`config.mk`:
```
export PLATFORM = sky130hd
export DESIGN_NAME = biriscv_fetch_buffer
export DESIGN_NICKNAME = d
export VERILOG_FILES = /design/src/rtl/biriscv_fetch_buf_pkg.sv /design/src/rtl/biriscv_lane_compact.sv /design/src/rtl/biriscv_fetch_buffer.sv
export SDC_FILE = /design/constraint.sdc
export NUM_CORES = 1
export LEC_CHECK = 0
export CAP_MARGIN = 15
export CORE_MARGIN = 4
export CORE_UTILIZATION = 45
export CTS_CLUSTER_DIAMETER = 80
export CTS_CLUSTER_SIZE = 10
export DETAILED_ROUTE_END_ITERATION = 7
export PLACE_DENSITY = 0.67
export SKIP_CTS_REPAIR_TIMING = 1
export SYNTH_ARGS = -nofsm -noshare
export SYNTH_HDL_FRONTEND = slang
export SYNTH_SLANG_ARGS = --single-unit
```
`constraint.sdc`:
```
create_clock -name clk_i -period 4.2 [get_ports clk_i]
set_input_delay 0.42 -clock clk_i [delete_from_list [all_inputs] [get_ports clk_i]]
set_output_delay 0.42 -clock clk_i [all_outputs]
set_load 0.05 [all_outputs]
```
`src/rtl/biriscv_fetch_buf_pkg.sv`:
```
// Shared types for the fetch buffer: one queue slot per live instruction.
package biriscv_fetch_buf_pkg;

  localparam int INSTR_W = 32;
  localparam int PC_W    = 32;

  typedef struct packed {
    logic [INSTR_W-1:0] instr;
    logic [PC_W-1:0]    pc;
    logic               pred_branch;
    logic               fault_fetch;
    logic               fault_page;
  } fetch_slot_t;

  function automatic int clog2(input int value);
    int r;
    r = 0;
    while ((1 << r) < value) r = r + 1;
    return r;
  endfunction

endpackage

```
`src/rtl/biriscv_lane_compact.sv`:
```
// Contiguous live-lane run from an offset, stopping after a cut lane or at the first disabled lane.
module biriscv_lane_compact #(
  parameter int LANES = 2,
  parameter int OFF_W = 1,
  parameter int CNT_W = 2
) (
  input  logic [OFF_W-1:0]       offset_i,
  input  logic [LANES-1:0]       en_i,
  input  logic [LANES-1:0]       cut_i,
  output logic [LANES-1:0]       live_o,
  output logic [CNT_W-1:0]       count_o,
  output logic [LANES*OFF_W-1:0] order_o
);

  always_comb begin
    logic run;
    live_o  = '0;
    count_o = '0;
    order_o = '0;
    run     = 1'b1;
    for (int k = 0; k < LANES; k++) begin
      if (k >= int'(offset_i)) begin
        if (run && en_i[k]) begin
          live_o[k] = 1'b1;
          count_o   = count_o + CNT_W'(1);
        end else begin
          run = 1'b0;
        end
        // a cut lane is itself live; only the lanes after it are dropped
        if (cut_i[k]) run = 1'b0;
      end
      order_o[k*OFF_W +: OFF_W] = offset_i + OFF_W'(k);
    end
  end

endmodule

```
`src/rtl/biriscv_fetch_buffer.sv`:
```
// Fetch-to-issue instruction queue with entry/branch trimming and per-lane in-order pop.
// Optional same-cycle bypass when empty: define BIRISCV_FETCH_BUF_BYPASS_EN.
module biriscv_fetch_buffer
  import biriscv_fetch_buf_pkg::*;
#(
  parameter int FETCH_LANES = 2,
  parameter int ISSUE_LANES = 2,
  parameter int DEPTH       = 8,
  parameter int DEPTH_W     = 3
) (
  input  logic                           clk_i,
  input  logic                           rst_i,
  input  logic                           fetch_valid_i,
  input  logic [INSTR_W*FETCH_LANES-1:0] fetch_instr_i,
  input  logic [PC_W-1:0]                fetch_pc_i,
  input  logic [FETCH_LANES-1:0]         fetch_pred_branch_i,
  input  logic                           fetch_fault_fetch_i,
  input  logic                           fetch_fault_page_i,
  output logic                           fetch_accept_o,
  input  logic                           flush_i,
  output logic [ISSUE_LANES-1:0]         out_valid_o,
  output logic [INSTR_W*ISSUE_LANES-1:0] out_instr_o,
  output logic [PC_W*ISSUE_LANES-1:0]    out_pc_o,
  output logic [ISSUE_LANES-1:0]         out_pred_branch_o,
  output logic [ISSUE_LANES-1:0]         out_fault_fetch_o,
  output logic [ISSUE_LANES-1:0]         out_fault_page_o,
  input  logic [ISSUE_LANES-1:0]         out_accept_i,
  output logic [DEPTH_W:0]               level_o
);

  localparam int FOFF_W = (clog2(FETCH_LANES) > 0) ? clog2(FETCH_LANES) : 1;
  localparam int IOFF_W = (clog2(ISSUE_LANES) > 0) ? clog2(ISSUE_LANES) : 1;
  localparam int FCNT_W = clog2(FETCH_LANES) + 1;
  localparam int ICNT_W = clog2(ISSUE_LANES) + 1;
  localparam int PS     = (FETCH_LANES > ISSUE_LANES) ? FETCH_LANES : ISSUE_LANES;
  localparam logic [DEPTH_W:0] DEPTH_L = (DEPTH_W+1)'(DEPTH);
  localparam logic [DEPTH_W:0] FL_L    = (DEPTH_W+1)'(FETCH_LANES);

  fetch_slot_t                   mem_q [DEPTH];
  logic [DEPTH_W-1:0]            rd_ptr_q, rd_ptr_d, wr_ptr_q, wr_ptr_d;
  logic [DEPTH_W:0]              level_q, level_d;
  logic [FOFF_W-1:0]             fetch_off;
  logic [FETCH_LANES-1:0]        fetch_live;
  logic [FCNT_W-1:0]             fetch_cnt, push_cnt, wr_skip, wr_cnt;
  logic [FETCH_LANES*FOFF_W-1:0] fetch_order;
  fetch_slot_t                   push_slot [PS];
  fetch_slot_t                   wr_slot [FETCH_LANES];
  logic                          fetch_fault, bypass_act;
  logic [ISSUE_LANES-1:0]        pop_en, pop_live, out_valid;
  logic [ICNT_W-1:0]             pop_cnt, rd_cnt;
  logic [ISSUE_LANES*IOFF_W-1:0] pop_order;
  fetch_slot_t                   out_slot [ISSUE_LANES];
  logic                          unused_bits;

  assign fetch_off   = fetch_pc_i[2 +: FOFF_W];
  assign fetch_fault = fetch_fault_fetch_i | fetch_fault_page_i;
  // Pop in the same cycle is deliberately not credited, keeping accept off the issue path.
  assign fetch_accept_o = rst_i & fetch_valid_i & ((DEPTH_L - level_q) >= FL_L);

  biriscv_lane_compact #(.LANES(FETCH_LANES), .OFF_W(FOFF_W), .CNT_W(FCNT_W)) u_fetch_compact (
    .offset_i (fetch_off),
    .en_i     ({FETCH_LANES{1'b1}}),
    .cut_i    (fetch_pred_branch_i),
    .live_o   (fetch_live),
    .count_o  (fetch_cnt),
    .order_o  (fetch_order)
  );

  always_comb begin
    logic [FOFF_W-1:0] src;
    for (int j = 0; j < PS; j++) push_slot[j] = '0;
    for (int j = 0; j < FETCH_LANES; j++) begin
      src = fetch_order[j*FOFF_W +: FOFF_W];
      push_slot[j].instr       = fetch_instr_i[INSTR_W*src +: INSTR_W];
      push_slot[j].pc          = {fetch_pc_i[PC_W-1:FOFF_W+2], src, 2'b00};
      push_slot[j].pred_branch = fetch_pred_branch_i[src];
    end
    push_cnt = fetch_cnt;
    if (fetch_fault) begin
      push_slot[0]             = '0;
      push_slot[0].pc          = fetch_pc_i;
      push_slot[0].fault_fetch = fetch_fault_fetch_i;
      push_slot[0].fault_page  = fetch_fault_page_i;
      push_cnt                 = FCNT_W'(1);
    end
  end

  always_comb begin
    logic blocked;
    blocked    = 1'b0;
    bypass_act = 1'b0;
    for (int k = 0; k < ISSUE_LANES; k++) begin
      out_slot[k]  = mem_q[rd_ptr_q + DEPTH_W'(k)];
      out_valid[k] = 1'b0;
      if (int'(level_q) > k) begin
        // a fault slot may only issue alone on lane 0
        if (k > 0 && (out_slot[k].fault_fetch || out_slot[k].fault_page)) blocked = 1'b1;
        out_valid[k] = ~blocked;
      end
    end
`ifdef BIRISCV_FETCH_BUF_BYPASS_EN
    bypass_act = (level_q == '0) & fetch_accept_o & ~flush_i;
    if (bypass_act) begin
      for (int k = 0; k < ISSUE_LANES; k++) begin
        out_slot[k]  = push_slot[k];
        out_valid[k] = (int'(push_cnt) > k);
      end
    end
`endif
  end

  always_comb begin
    for (int k = 0; k < ISSUE_LANES; k++) begin
      out_valid_o[k]                     = out_valid[k];
      out_instr_o[k*INSTR_W +: INSTR_W]  = out_valid[k] ? out_slot[k].instr : '0;
      out_pc_o[k*PC_W +: PC_W]           = out_valid[k] ? out_slot[k].pc : '0;
      out_pred_branch_o[k]               = out_valid[k] & out_slot[k].pred_branch;
      out_fault_fetch_o[k]               = out_valid[k] & out_slot[k].fault_fetch;
      out_fault_page_o[k]                = out_valid[k] & out_slot[k].fault_page;
    end
  end

  assign pop_en = out_valid_o & out_accept_i;

  biriscv_lane_compact #(.LANES(ISSUE_LANES), .OFF_W(IOFF_W), .CNT_W(ICNT_W)) u_pop_compact (
    .offset_i ('0),
    .en_i     (pop_en),
    .cut_i    ('0),
    .live_o   (pop_live),
    .count_o  (pop_cnt),
    .order_o  (pop_order)
  );

  always_comb begin
    // bypassed lanes taken by issue never enter the queue
    wr_skip = bypass_act ? FCNT_W'(pop_cnt) : '0;
    wr_cnt  = (fetch_accept_o & ~flush_i) ? (push_cnt - wr_skip) : '0;
    rd_cnt  = bypass_act ? '0 : pop_cnt;
    for (int j = 0; j < FETCH_LANES; j++) begin
      wr_slot[j] = (j + int'(wr_skip) < PS) ? push_slot[j + int'(wr_skip)] : '0;
    end
    wr_ptr_d = wr_ptr_q + DEPTH_W'(wr_cnt);
    rd_ptr_d = rd_ptr_q + DEPTH_W'(rd_cnt);
    level_d  = level_q + (DEPTH_W+1)'(wr_cnt) - (DEPTH_W+1)'(rd_cnt);
    if (flush_i) begin
      wr_ptr_d = '0;
      rd_ptr_d = '0;
      level_d  = '0;
    end
  end

  always_ff @(posedge clk_i) begin
    for (int j = 0; j < FETCH_LANES; j++) begin
      if (int'(wr_cnt) > j) mem_q[wr_ptr_q + DEPTH_W'(j)] <= wr_slot[j];
    end
  end

  always_ff @(posedge clk_i or negedge rst_i) begin
    if (!rst_i) begin
      rd_ptr_q <= '0;
      wr_ptr_q <= '0;
      level_q  <= '0;
    end else begin
      rd_ptr_q <= rd_ptr_d;
      wr_ptr_q <= wr_ptr_d;
      level_q  <= level_d;
    end
  end

  assign level_o     = level_q;
  assign unused_bits = ^{fetch_live, pop_live, pop_order};

endmodule

```
# --- After elaboration in Yosys (flattened, before gate mapping) ---
# Memory sizes are Yosys's and may differ from the RTL's.
# Index checks and enable logic that the tools add are counted.
classes:
  muxes: 29
  reduce_logical: 2
  n_addsub: 10
  bitwise: 13
  n_lt_le_gt_ge: 8
  shifts: 2
op_table:
  columns: ["op", "n"]
  rows:
  - ["2-to-1 mux 32 bit", 4]
  - ["indexed part select 64 x 7 -> 32 bit", 2]
  - ["2-to-1 mux 67 bit", 1]
  - ["2-to-1 mux 1 bit", 17]
  - ["bitwise AND 1 bit", 9]
  - ["greater-than comparator 4 x 1 -> 1 bit, second input constant", 2]
  - ["2-to-1 mux 2 bit", 4]
  - ["adder 3 x 1 -> 3 bit, second input constant", 2]
  - ["adder 3 x 2 -> 3 bit", 2]
  - ["2-to-1 mux 3 bit", 2]
  - ["adder 1 x 1 -> 2 bit, second input constant", 2]
  - ["adder 4 x 2 -> 4 bit", 1]
  - [">= comparator 4 x 2 -> 1 bit, second input constant", 1]
  - ["greater-than comparator 2 x 1 -> 1 bit, second input constant", 2]
  - ["less-than comparator 1 x 2 -> 1 bit, second input constant", 2]
  - ["2-to-1 mux 4 bit", 1]
  - ["subtractor 4 x 2 -> 4 bit", 1]
  - ["subtractor 4 bit, first input constant", 1]
  - ["bitwise AND 2 bit", 1]
  - ["NOT 1 bit", 2]
  - ["adder 1 bit, second input constant", 1]
  - [">= comparator 1 bit, first input constant", 1]
  - ["logical AND 1 bit", 1]
  - ["logical OR 1 bit", 1]
  - ["OR 1 bit", 1]
word_totals:
  reg_bits: 10
  wordCells: 68
  out_inout_bits: 141
  ram_bits: 536
  memories: 1
memory_table:
  columns: ["memory", "depth", "width", "rd", "rd_ports_with_merged_regs", "write_ports", "line", "source"]
  rows:
  - ["mem_q", 8, 67, 2, 0, 2, "biriscv_fetch_buffer.sv:39", "fetch_slot_t mem_q [DEPTH];"]

# --- Depth between registers and ports, before layout ---
# Gate-level depths: netlist (run 1).
# An unclocked memory read counts as a cell.
depth:
  word_depth: 13
  depth_mapped: 16

# --- Hierarchy ---
# Synthesis (run 1) repeated with hierarchy kept, for this count alone.
unflattened:
  cells_unflattened: 2159
  area_unflattened_um2: 30122.6
by_module_without_submodules:
  columns: ["module", "cells_per_inst", "area_per_inst_um2", "seq_area_each_um2", "instances"]
  rows:
  - ["biriscv_fetch_buffer", 2147, 30035.1, 16025.4, 1]
  - ["biriscv_lane_compact", 6, 43.8, 0.0, 2]

# --- Worst setup path before layout (run 1) ---
# Ideal clock, no wire load.
synth_path:
  path_type: "reg2reg"
  startpoint: "register level_q[1] (netlist: level_o[1])"
  endpoint: "register level_q[3] (netlist: level_o[3])"
  required_time_ps: 4068
  slack_ps: 729
  t_arrival_ps: 3339
  path_stages_with_launch: 15
  cell_sequence: "dfrtp_1 -> inv_1 -> ha_1 -> and2_1 -> clkbuf_1 -> inv_1 -> nand2_1 -> nor3_1 -> fa_1 -> inv_1 -> ha_1 -> a21o_1 -> a21oi_1 -> xnor2_1 -> nor2_1"
synth_between:
  elab_chain_len: 8
  word_cells_on_any_way: 18
  cone_classes: "add/sub: 4; order compare: 3; mux: 7; bitwise: 3; reduce/logical: 1"
synth_lines:
  columns: ["item", "line", "source"]
  rows:
  - ["from (decl)", "biriscv_fetch_buffer.sv:41", "logic [DEPTH_W:0] level_q, level_d;"]
  - ["from (signal assigned)", "biriscv_fetch_buffer.sv:166", "level_q <= level_d;"]
  - ["greater-than comparator 4 x 1 -> 1 bit (*)", "biriscv_fetch_buffer.sv:95", "if (int'(level_q) > k) begin"]
  - ["2-to-1 mux 1 bit (*)", "biriscv_fetch_buffer.sv:95", null]
  - ["named net out_valid_o[0]", "biriscv_fetch_buffer.sv:21", "output logic [ISSUE_LANES-1:0] out_valid_o,"]
  - ["bitwise AND 2 bit (*)", "biriscv_fetch_buffer.sv:123", "assign pop_en = out_valid_o & out_accept_i;"]
  - ["2-to-1 mux 1 bit", "biriscv_lane_compact.sv:23", "if (run && en_i[k]) begin"]
  - ["adder 1 x 1 -> 2 bit / logical AND 1 bit (equally long branches)", "biriscv_lane_compact.sv:25, biriscv_lane_compact.sv:23", null]
  - ["2-to-1 mux 2 bit (*)", "biriscv_lane_compact.sv:23", null]
  - ["subtractor 4 x 2 -> 4 bit (*)", "biriscv_fetch_buffer.sv:144", "level_d = level_q + (DEPTH_W+1)'(wr_cnt) - (DEPTH_W+1)'(rd_cnt);"]
  - ["2-to-1 mux 4 bit (*)", "biriscv_fetch_buffer.sv:145", "if (flush_i) begin"]
  - ["named net level_d[3]", "biriscv_fetch_buffer.sv:41", null]
# Mark *: on every way through the listed nets, which the timed path passes. The rest lies on a longest branch.

# --- Worst setup path in the final report (run 1) ---
layout_path:
  startpoint: "register rd_ptr_q[0]"
  endpoint: "output port out_instr_o[14]"
layout_between:
  elab_chain_len: 2
layout_lines:
  columns: ["item", "line", "source"]
  rows:
  - ["from (decl)", "biriscv_fetch_buffer.sv:40", "logic [DEPTH_W-1:0] rd_ptr_q, rd_ptr_d, wr_ptr_q, wr_ptr_d;"]
  - ["from (signal assigned)", "biriscv_fetch_buffer.sv:164", "rd_ptr_q <= rd_ptr_d;"]
  - ["memory read (8 x 67 bit)", null, null]
  - ["2-to-1 mux 32 bit", "biriscv_fetch_buffer.sv:115", "out_instr_o[k*INSTR_W +: INSTR_W] = out_valid[k] ? out_slot[k].instr : '0;"]
  - ["to (decl)", "biriscv_fetch_buffer.sv:22", "output logic [INSTR_W*ISSUE_LANES-1:0] out_instr_o,"]
# No other way between the ends.

==> results.txt, run 1 <==
Status -> finished, final reports clean
Port bufs -> 244
CTS buffer count -> 61
Post-route insts no fill -> 3545
Vias per inst -> 6.38
Required time worst endpoint -> 3.78 ns
Final hold slack -> 0.157 ns
Max Fclk -> 250 MHz
Final Cell Area -> 36900 µm²
Worst Path Max Fanout -> 145
Post-Place Cells -> 3425
Final setup fails -> 0
Crit Path Category -> reg2out
First-pass GRT wire length -> 143 mm
DR vias -> 22620
Critical-path top delay cell -> clkdlybuf4s50_1
H-tree depth -> 2
Synth cell count leaders -> o21ai_0 (534), edfxtp_1 (504), and2_1 (268)
Leading area contributor after synthesis -> edfxtp_1
Slew @ Worst Pin -> 1.05 ns
Max_cap viols -> 0
R2R depth -> 13
WP data arrival -> 3.58 ns
Area contributors post-synth -> edfxtp_1 (49%), mux4_2 (19%), o21ai_0 (8.6%)
Seq/Total Area, Yosys -> 51.7%
Die extent in x -> 270 µm
Delay-heaviest family, CP -> buffers and inverters
All-Layer GR Usage -> 25.7%
Synth unique cells -> 45
Die area -> 73100 µm²
PwrDens -> 649 nW/µm²
Cells after synthesis -> 2479
LEAKAGE -> 11.4 nW
Clk buf depth -> 3
Max rail drop VDD -> 0.00115 V
FILL cells -> 5565
Post-DP HPWL -> 55.1 mm
Critical path, cell by cell -> buf_16, mux4_2, mux2i_1, nor2_1, clkdlybuf4s50_1
Post-Syn Area -> 31000 µm²
Nets -> 2739
Clk Latency, worst-skew pair -> 0.63 ns
CTS tree -> yes
Power consumption -> 24.0 mW
Async SR Flop Fraction -> 1.83%
Min Clock Period, post-route -> 4.00 ns
Synth Register Bits -> 546
RSZ-0062 raised after global routing -> no
Post-synth EDFFs -> 504
Crit path depth -> 5
Yosys synthesis warning count -> 0
Largest net degree at the start of global routing -> 146
Ratio of cells with drive above 1 in the final layout -> 18.7%
Final TNS setup -> 0 ns
Vias in the first global route -> 23345
Avg Synthesized Cell Area -> 12.5 µm²
DRC -> 0
DP Area -> 35100 µm²
GPL Wtd Cong -> 0.839
Endpoints failing hold -> 0
Drt first pass iters -> 6
Fin crit share -> 95.3%
Initial Util -> 45.7%
Slew Viols, Final -> 0
Slowest stage delay, CP -> 0.88 ns
WP buf/inv -> 2
Primary FF master, synth -> edfxtp_1
IO Pins -> 247
P&R area growth vs syn -> 19.2%
Clock Skews -> 0.0234 ns
CP endpoint kind -> output port
Die Y -> 270 µm
Worst Hold Class -> in2async
Final WL -> 95.4 mm
# rows -> 95
Wire per inst -> 26.9 µm
Slew HR -> 29.9%
Core region area -> 67800 µm²
Number of antenna-violating nets in the routed design -> 0
Element type at the critical path start -> flip-flop
GRT Residual Overflow -> 0
# clock sinks -> 546
Clock transition at the registers of the reported paths -> 0.06 ns
DRT iter0 DRCs -> 2400
Initial antenna violation count -> 5
Post-synth top area share -> 48.9%
Most common cell in the netlist -> o21ai_0
Root buf cell -> clkbuf_16
-- worst reg2reg max path: stages, from the launching register on --
cell and delay (ns):
dfrtp_4 0.57, ha_4 0.22, xor2_4 0.17, a2111oi_0 0.10, nor4_1 0.50, nand3_4 0.13
nor3_1 0.40, fa_1 0.49, inv_1 0.11, ha_1 0.23, a21o_1 0.16, a21oi_1 0.19
xnor2_1 0.14, nor2_1 0.05
-- area by class of cell --
cell class              instances  area (µm²)  area share (%)
clock buffers                 113        1760            4.78
repair buffers                304        3740            10.1
clock inverters                 3        26.3          0.0712
multi-input cells            1686       14200            38.4
flip-flops and latches        546       16000            43.5
well taps                     873        1090            2.96
inverters                      16        60.1           0.163
diodes                          4        10.0          0.0271
-- where the power goes --
part           internal, mW  switching (mW)
sequential             6.03           0.126
combinational          5.12            7.74
clock                  2.80            2.13
-- per-layer routing --
metal / GRT usage [%] / wire length (µm) / share of wire, % / vias to the layer above
met3: 4.95 / 10000 / 10 / 278
met2: 43.8 / 46700 / 49 / 1343
met4: 9.93 / 3840 / 4.0 / 4
met5: 0 / 19 / 0.020 / -
met1: 32.7 / 34800 / 36 / 11299
li1: - / - / - / 9696
-- through the flow --
stage / setup WS [ns] / utilization [%]
finish: 0.198 / 54.5
global route: 0.00469 / 54.5
CTS: 0.142 / 54.4
detailed placement: 0.590 / 51.8
global placement: 0.658 / 51.8
floorplan: 0.729 / -
-- cell families after synthesis --
kind of cell	count (synthesis)	share of synthesized area, %
adder cells (fa/ha/maj)	18	0.824
multiplexers	343	21.8
AND/OR/NAND/NOR	641	11.0
XOR/XNOR	9	0.279
other	1	0.0121
flip-flops	546	51.7
buffers and inverters	248	3.32
AO/OA/AOI/OAI	673	11.1
-- cells in the final DEF (no fill, tap or decap), types with 3 or more instances in the layout --
| master | count |
|---|---|
| clkbuf_1 | 50 |
| a21oi_4 | 8 |
| and2_1 | 267 |
| edfxtp_1 | 504 |
| nor2b_1 | 38 |
| inv_6 | 3 |
| clkbuf_16 | 63 |
| buf_4 | 46 |
| nand2b_1 | 34 |
| buf_12 | 80 |
| ha_1 | 13 |
| o21ai_1 | 23 |
| nand3_2 | 8 |
| clkdlybuf4s50_1 | 175 |
| mux2i_1 | 79 |
| a211oi_4 | 8 |
| nor2_1 | 92 |
| mux4_2 | 264 |
| inv_1 | 16 |
| a2111oi_0 | 4 |
| dfrtp_4 | 3 |
| dfxtp_1 | 32 |
| and3_1 | 9 |
| diode_2 | 4 |
| o21ai_0 | 534 |
| nor3_1 | 6 |
| nand2_1 | 164 |
| a21oi_1 | 95 |
| dfrtp_1 | 7 |
| fa_1 | 4 |
| xnor2_1 | 4 |
-- registers in the layout, summed over array words and instances, names as in the netlist --
signal,cells
mem_q,536
level_o,4
rd_ptr_q,3
wr_ptr_q,3
-- final timing paths --
check	endpoint	startpoint	slack [ns]
worst max-delay path	out_instr_o[14]	rd_ptr_q[0]	0.20
worst min-delay path	wr_ptr_q[0]	rst_i	0.16
worst max register to register	level_o[3]	rd_ptr_q[0]	0.62
worst min register to register	mem_q[2][4]	mem_q[2][4]	0.50
max in group asynchronous	rd_ptr_q[2]	rst_i	3.87
min in group clk_i	mem_q[2][4]	mem_q[2][4]	0.50
(Power assumes the default switching activity.)
==> inputs of run 2 (changes only) <==
CORE_UTILIZATION = 30   (was 45)
CTS_BUF_LIST = sky130_fd_sc_hd__clkbuf_4   (was not set)
PLACE_DENSITY = 0.5   (was 0.67)
TNS_END_PERCENT = 30   (was not set)
==> results.txt, run 2 (synthesized netlist as in run 1, its figures left out) <==
Status -> finished, final reports clean
CTS buffer count -> 61
Core region area -> 102000 µm²
Min Clock Period, post-route -> 4.02 ns
IO Pins -> 247
Port bufs -> 244
Max Fclk -> 249 MHz
DRC -> 0
Element type at the critical path start -> flip-flop
Final hold slack -> 0.0484 ns
Final WS setup -> 0.183 ns
Vias in the first global route -> 22985
Die area -> 108000 µm²
DRT iter0 DRCs -> 1970
Vias per inst -> 5.54
PwrDens -> 611 nW/µm²
WP data arrival -> 3.60 ns
Root buf cell -> clkbuf_4
DR vias -> 22424
Number of antenna-violating nets in the routed design -> 0
Clk Latency, worst-skew pair -> 0.95 ns
Required time worst endpoint -> 3.78 ns
Power consumption -> 22.6 mW
GRT Residual Overflow -> 0
Wire per inst -> 27.0 µm
Final TNS setup -> 0 ns
CP endpoint kind -> output port
Biggest register -> mem_q
Die extent in x -> 329 µm
First-pass GRT wire length -> 156 mm
Endpoints failing hold -> 0
Clock transition at the registers of the reported paths -> 0.13 ns
Most frequent cells in the layout -> o21ai_0 (534), edfxtp_1 (504), and2_1 (266), mux4_2 (264), nand2_1 (164)
# clock sinks -> 546
P&R area growth vs syn -> 19.3%
Clk buf depth -> 3
Crit Path Category -> reg2out
Die Y -> 329 µm
Slew HR -> 27.4%
Post-DP HPWL -> 62.7 mm
Final setup fails -> 0
Final WL -> 109 mm
RSZ-0062 raised after global routing -> yes
Dpl ws -> 0.561 ns
Slew @ Worst Pin -> 1.09 ns
Largest net degree at the start of global routing -> 118
Clock Skews -> 0.0851 ns
Slew Viols, Final -> 0
Worst Hold Class -> in2reg
Initial Util -> 30.3%
Max_cap viols -> 0
# rows -> 117
Worst Path Max Fanout -> 27
Ratio of cells with drive above 1 in the final layout -> 22.8%
Max rail drop VDD -> 0.000487 V
Nets -> 2759
GPL Wtd Cong -> 0.816
Commonest non-fill, non-tap cell in the layout -> o21ai_0
All-Layer GR Usage -> 19.5%
Drt first pass iters -> 6
Initial antenna violation count -> 6
CTS tree -> yes
H-tree depth -> 2
Largest register FFs -> 536
Fin crit share -> 95.6%
LEAKAGE -> 11.2 nW
## run 2: layout make-up
type | count | area, µm²
clock inverter | 5 | 25.0
tap | 1368 | 1710
multi-input combinational | 1686 | 14300
clock buffer | 99 | 743
antenna | 4 | 10.0
fill | 9951 | 65200
timing repair buffer | 324 | 4020
sequential | 546 | 16000
inverter | 16 | 60.1
## run 2: report_power, final
| group | internal [mW] | switching, mW |
|---|---|---|
| clock | 1.05 | 1.88 |
| sequential | 6.02 | 0.126 |
| combinational | 5.23 | 8.25 |
| total | 12.3 | 10.3 |
## run 2: path summary, 6_finish.rpt
kind	startpoint	end	slack (ns)	cells after the start
worst min register to register	mem_q[2][4]	mem_q[2][4]	0.51	2
worst max register to register	rd_ptr_q[0]	level_o[3]	0.61	13
max in group asynchronous	rst_i	rd_ptr_q[0]	3.89	2
min in group asynchronous	rst_i	wr_ptr_q[1]	0.12	2
worst max-delay path	rd_ptr_q[0]	out_pc_o[35]	0.18	8
worst min-delay path	fetch_pc_i[2]	wr_ptr_q[1]	0.05	5
## run 2: worst max-delay path: stages (launching register included)
cell and delay [ns]:
dfrtp_4 0.59, ha_4 0.22, xnor2_2 0.17, a2111oi_0 0.09
nor4_1 0.55, nand3_4 0.15, buf_4 0.37, a21oi_1 0.36
buf_12 0.18
## run 2: stage by stage
step	area [µm²]	utilization (%)	cells
global route	36900	36.1	4047
CTS	36600	35.9	4037
finish	36900	36.1	4048
detailed placement	35900	35.1	3933
global placement	35900	35.1	3933
floorplan	31000	-	2480
## run 2: routing by layer
layer | up-vias | share of wire [%] | GRT usage, %
met5 | - | 0.012 | 0
met3 | 197 | 8.6 | 4.19
met4 | 2 | 2.5 | 5.32
li1 | 9734 | - | -
met1 | 11444 | 41 | 25.6
met2 | 1047 | 48 | 32.9
